==> src/rtl/array_deserializer_if.sv <==
// Handshake bundle for array_deserializer: element stream in, assembled array out.
// The slave modport is the deserializer's view; master is the surrounding logic.
interface array_deserializer_if #(
  parameter int N = 2,
  parameter int W = 1
);
  localparam int FILL_W = $clog2(N);

  logic              in_valid;
  logic              in_ready;
  logic [W-1:0]      in_data;
  logic              o_valid;
  logic              o_ready;
  logic [W-1:0]      o_arr [N-1:0];
  logic [N*W-1:0]    o_packed;
  logic [FILL_W-1:0] o_fill;

  modport master (
    output in_valid, in_data, o_ready,
    input  in_ready, o_valid, o_arr, o_packed, o_fill
  );

  modport slave (
    input  in_valid, in_data, o_ready,
    output in_ready, o_valid, o_arr, o_packed, o_fill
  );
endinterface

==> src/rtl/array_deserializer.sv <==
// Collects N W-bit elements into an array; one fill buffer plus one output
// register, so the next array assembles while the previous one is held.
module array_deserializer #(
  parameter int N = 2,
  parameter int W = 1
) (
  input logic                 clk,
  input logic                 rst,
  input logic                 flush,
  array_deserializer_if.slave bus
);
  localparam int                FILL_W = $clog2(N);
  localparam logic [FILL_W-1:0] LAST   = FILL_W'(N - 1);

  logic [FILL_W-1:0] fill_cnt;
  logic [W-1:0]      fill [N-2:0];
  logic [W-1:0]      arr_q [N-1:0];
  logic              o_valid_q;
  logic [N*W-1:0]    packed_w;

  logic at_last;
  logic accept;
  logic drain;
  logic final_accept;

  assign at_last      = (fill_cnt == LAST);
  // Only the last element needs a free output slot; earlier ones never stall.
  assign bus.in_ready = !(at_last && o_valid_q && !bus.o_ready);
  assign accept       = bus.in_valid && bus.in_ready;
  assign drain        = o_valid_q && bus.o_ready;
  assign final_accept = accept && at_last;

  always_ff @(posedge clk) begin
    if (rst) begin
      fill_cnt  <= '0;
      o_valid_q <= 1'b0;
      for (int k = 0; k < N - 1; k++) fill[k] <= '0;
      for (int k = 0; k < N; k++) arr_q[k] <= '0;
    end else if (flush) begin
      fill_cnt  <= '0;
      o_valid_q <= 1'b0;
    end else if (final_accept) begin
      for (int k = 0; k < N - 1; k++) arr_q[k] <= fill[k];
      arr_q[N-1] <= bus.in_data;
      fill_cnt   <= '0;
      o_valid_q  <= 1'b1;
    end else begin
      if (accept) begin
        for (int k = 0; k < N - 1; k++) begin
          if (fill_cnt == FILL_W'(k)) fill[k] <= bus.in_data;
        end
        fill_cnt <= fill_cnt + FILL_W'(1);
      end
      if (drain) o_valid_q <= 1'b0;
    end
  end

  always_comb begin
    packed_w = '0;
    for (int k = 0; k < N; k++) packed_w[k*W +: W] = arr_q[k];
  end

  assign bus.o_valid  = o_valid_q;
  assign bus.o_arr    = arr_q;
  assign bus.o_packed = packed_w;
  assign bus.o_fill   = fill_cnt;
endmodule

==> src/flat_wrapper.sv <==
// flat-port wrapper written by rule: the top's interface ports become plain ports
module array_deserializer_flat 
#(
  parameter int N = 2,
  parameter int W = 1
)
  (clk, rst, flush, bus_in_valid, bus_in_data, bus_o_ready, bus_in_ready, bus_o_valid, bus_o_arr, bus_o_packed, bus_o_fill);
  array_deserializer_if #(.N(N), .W(W)) bus_i ();
  input logic clk;
  input logic rst;
  input logic flush;
  input wire logic [$bits(bus_i.in_valid)-1:0] bus_in_valid;
  input wire logic [$bits(bus_i.in_data)-1:0] bus_in_data;
  input wire logic [$bits(bus_i.o_ready)-1:0] bus_o_ready;
  output wire logic [$bits(bus_i.in_ready)-1:0] bus_in_ready;
  output wire logic [$bits(bus_i.o_valid)-1:0] bus_o_valid;
  output wire logic [$bits(bus_i.o_arr)-1:0] bus_o_arr;
  output wire logic [$bits(bus_i.o_packed)-1:0] bus_o_packed;
  output wire logic [$bits(bus_i.o_fill)-1:0] bus_o_fill;
  assign bus_i.in_valid = bus_in_valid;
  assign bus_i.in_data = bus_in_data;
  assign bus_i.o_ready = bus_o_ready;
  assign bus_in_ready = bus_i.in_ready;
  assign bus_o_valid = bus_i.o_valid;
  assign bus_o_arr = {>>{bus_i.o_arr}};
  assign bus_o_packed = bus_i.o_packed;
  assign bus_o_fill = bus_i.o_fill;
  array_deserializer #(.N(N), .W(W)) u_core (.clk(clk), .rst(rst), .flush(flush), .bus(bus_i));
endmodule
==> config.mk <==
export PLATFORM = sky130hd
export DESIGN_NAME = array_deserializer_flat
export DESIGN_NICKNAME = d
export VERILOG_FILES = /design/src/rtl/array_deserializer_if.sv /design/src/rtl/array_deserializer.sv /design/src/flat_wrapper.sv
export SDC_FILE = /design/constraint.sdc
export NUM_CORES = 1
export LEC_CHECK = 0
export CORE_AREA = 2 2 39 41
export CTS_CLUSTER_DIAMETER = 200
export DETAILED_ROUTE_END_ITERATION = 12
export DIE_AREA = 0 0 41 43
export GPL_TIMING_DRIVEN = 0
export PLACE_DENSITY = 0.44
export SLEW_MARGIN = 20
export SYNTH_ARGS = -nofsm -noshare
export SYNTH_HDL_FRONTEND = slang
export SYNTH_SLANG_ARGS = --single-unit
==> constraint.sdc <==
create_clock -name clk -period 0.9 [get_ports clk]
set_input_delay 0.135 -clock clk [delete_from_list [all_inputs] [get_ports clk]]
set_output_delay 0.135 -clock clk [all_outputs]
set_load 0.02 [all_outputs]
==> impl_results.md <==
* Run status: finished, violations left
* Failing checks: negative setup slack
* WP data arrival at 900 ps
* Clk Latency, worst-skew pair at 240 ps
* Routed vias at 236
* Worst Setup Start Kind: input port
* Hold Violations, Final at 0
* Synth unique cells at 15
* Largest net degree at the start of global routing at 9
* Final Setup Violations at 6
* Die Height at 43 um
* Largest stage delay, worst path at 450 ps
* Synth Instances at 25
* Crit path kind: in -> out
* PwrDens at 1220 nW/um^2
* # diodes at 0
* Max-Slew Margin vs Limit at 81.7%
* Setup TNS at -437 ps
* DRC viols at 0
* Max Buffers Root-to-Sink at 2
* Hold-fix buffers at CTS at 0
* FP Rows at 14
* Share of layout cells above drive strength 1 at 56.8%
* Routed WL at 521 um
* Hold Crit Start: rst
* I/O pin count at 13
* Clock slew at reported path FFs at 40 ps
* Routability cong. at 0.665
* RSZ-0062 raised after global routing: yes
* Drt via density at 3.93
* Initial Util at 19.4%
* Reg2reg start: u_core.bus.o_valid
* Core area at 1380 sq um
* DIE AREA at 1760 sq um
* Syn_nets at 31
* Crit. End Element: output port
* CP max-delay cell: clkdlybuf4s50_1
* Nets@finish at 51
* Synth-to-layout area growth at 76.3%
* Number of buffers created by CTS at 3
* Antenna violations before repair at 0
* DRT Pass-1 Iters at 2
* Wire per inst at 8.68 um
* Quantity of I/O buffers inserted on ports at 12
* DRT iter0 DRCs at 2
* Slew @ Worst Pin at 274 ps
* Launch point of the worst path: bus_o_ready
* Global-route wire length before repair at 855 um
* Clk_skew at 1.26 ps
* Worst endpoint required time at 760 ps
* Fmax at 0.968 GHz
* GRT Overall Usage at 8.06%
* Hold crit path type: in -> reg
* Register area share after synthesis at 40.9%
* Period minus WS final at 1030 ps
* CTS tree: yes
* Die width at 41 um
* Leak at 0.191 nW
* H-tree depth at 1
* Routed Antenna Nets at 0
* Global route total overflow at 0
* CP cell instances: clkdlybuf4s50_1 > nor2b_4 > nand2_1 > buf_6
* Vias in the first global route at 229
* YS warnings at 0
* Seq cells post-synth at 5
* Peak VDD IR at 558 uV
* Max Slew Vio Count at 0
* Post-Place Setup Slack at -596 ps
* Crit path max fanout at 2
* CTS Sinks at 5
* Final worst path period share at 115%
* Cell Area, Synth at 269 sq um
* Overall Power at 0.577 mW
* CTS root buf: clkbuf_4
* Filler instances at 149
* Max-Cap Viols at 0
* Finished Core Util at 34.3%
* Synthesized area per cell at 10.8 sq um
* Setup ws final at -133 ps
[sequential cells by signal (all words and copies together) (netlist names)]
| signal | flops |
|---|---|
| u_core.bus.o_fill | 1 |
| u_core.fill | 1 |
| u_core.bus.o_arr | 2 |
| u_core.bus.o_valid | 1 |
[layer usage]
layer  GRT usage (%)  up-vias  part of all wire, %
li1                -      122                    -
met5               0        -                    0
met2            10.3        5                   53
met4            8.00        0                    0
met3            6.28        0                  6.7
met1            7.49      109                   40
[logic make-up after synthesis]
family	after synthesis	share of synthesized area (%)
buffers and inverters	2	5.58
AO/OA/AOI/OAI	2	4.65
flip-flops	5	40.9
multiplexers	2	7.44
AND/OR/NAND/NOR	14	41.4
[power breakdown]
group	internal [mW]	switching, mW
Clock	0.168	0.0926
Sequential	0.233	0.00566
Combinational	0.0431	0.0353
Total	0.444	0.134
[final timing paths]
| kind | end | slack (ps) | depth (start not counted) |
|---|---|---|---|
| worst max register to register | u_core.bus.o_arr[1] | -120 | 4 |
| worst max-delay path | bus_in_ready | -130 | 4 |
| worst min-delay path | u_core.bus.o_valid | 370 | 2 |
| worst min register to register | u_core.bus.o_arr[0] | 510 | 2 |
[area by class of cell]
cell class / count / area [sq um] / area share, %
multi-input cells: 18 / 151 / 31.9
repair buffers: 15 / 134 / 28.2
flip-flops and latches: 5 / 120 / 25.3
clock buffers: 4 / 26.3 / 5.54
plain buffers: 2 / 22.5 / 4.75
well taps: 16 / 20.0 / 4.22
[stage by stage]
step / hold WS (ps) / area, sq um / cells
floorplan: 197 / 284 / 25
global placement: 476 / 424 / 53
detailed placement: 488 / 424 / 53
CTS: 357 / 465 / 60
global route: 395 / 474 / 60
finish: 371 / 474 / 60
[synthesized netlist by cell type]
cell / instances / area, sq um
nor4b_2: 1 / 15.0
edfxtp_1: 1 / 30.0
dfxtp_1: 4 / 80.1
nor3_4: 1 / 16.3
o21bai_1: 1 / 7.51
nor2_1: 2 / 7.51
nand2b_1: 5 / 31.3
nand2_2: 1 / 6.26
nor4_2: 1 / 12.5
a21oi_1: 1 / 5.00
nor3_1: 1 / 5.00
mux2i_1: 2 / 20.0
buf_4: 2 / 15.0
nand2_1: 1 / 3.75
nor2b_4: 1 / 13.8
[what timing repair did]
item / CTS / global route
endpoints found under the hold margin: 0 / 0
buffers inserted: 3 / 0
pin swaps: 2 / 2
resized for setup: 42 / 3
endpoints found under the setup margin: 11 / 12
[cell usage in the layout (no fill, tap or decap)]
| cell type | count |
|---|---|
| nor3_4 | 1 |
| buf_2 | 1 |
| nand2_2 | 1 |
| nand2b_4 | 1 |
| clkbuf_1 | 1 |
| nor2_1 | 2 |
| mux2i_1 | 2 |
| a21oi_1 | 1 |
| nand2_1 | 1 |
| buf_4 | 5 |
| clkbuf_4 | 3 |
| o21bai_1 | 1 |
| clkdlybuf4s50_1 | 2 |
| buf_6 | 6 |
| nor4b_2 | 1 |
| nor3_1 | 1 |
| edfxtp_1 | 1 |
| dfxtp_4 | 2 |
| nor4_2 | 1 |
| nand2b_1 | 4 |
| dlygate4sd2_1 | 3 |
| nor2b_4 | 1 |
| dfxtp_2 | 2 |
[worst max-delay path: cells and delay by family]
family | cells | cell delay [ps]
buf+inv | 2 | 580
simple gates | 2 | 190
(Power assumes the default switching activity.)
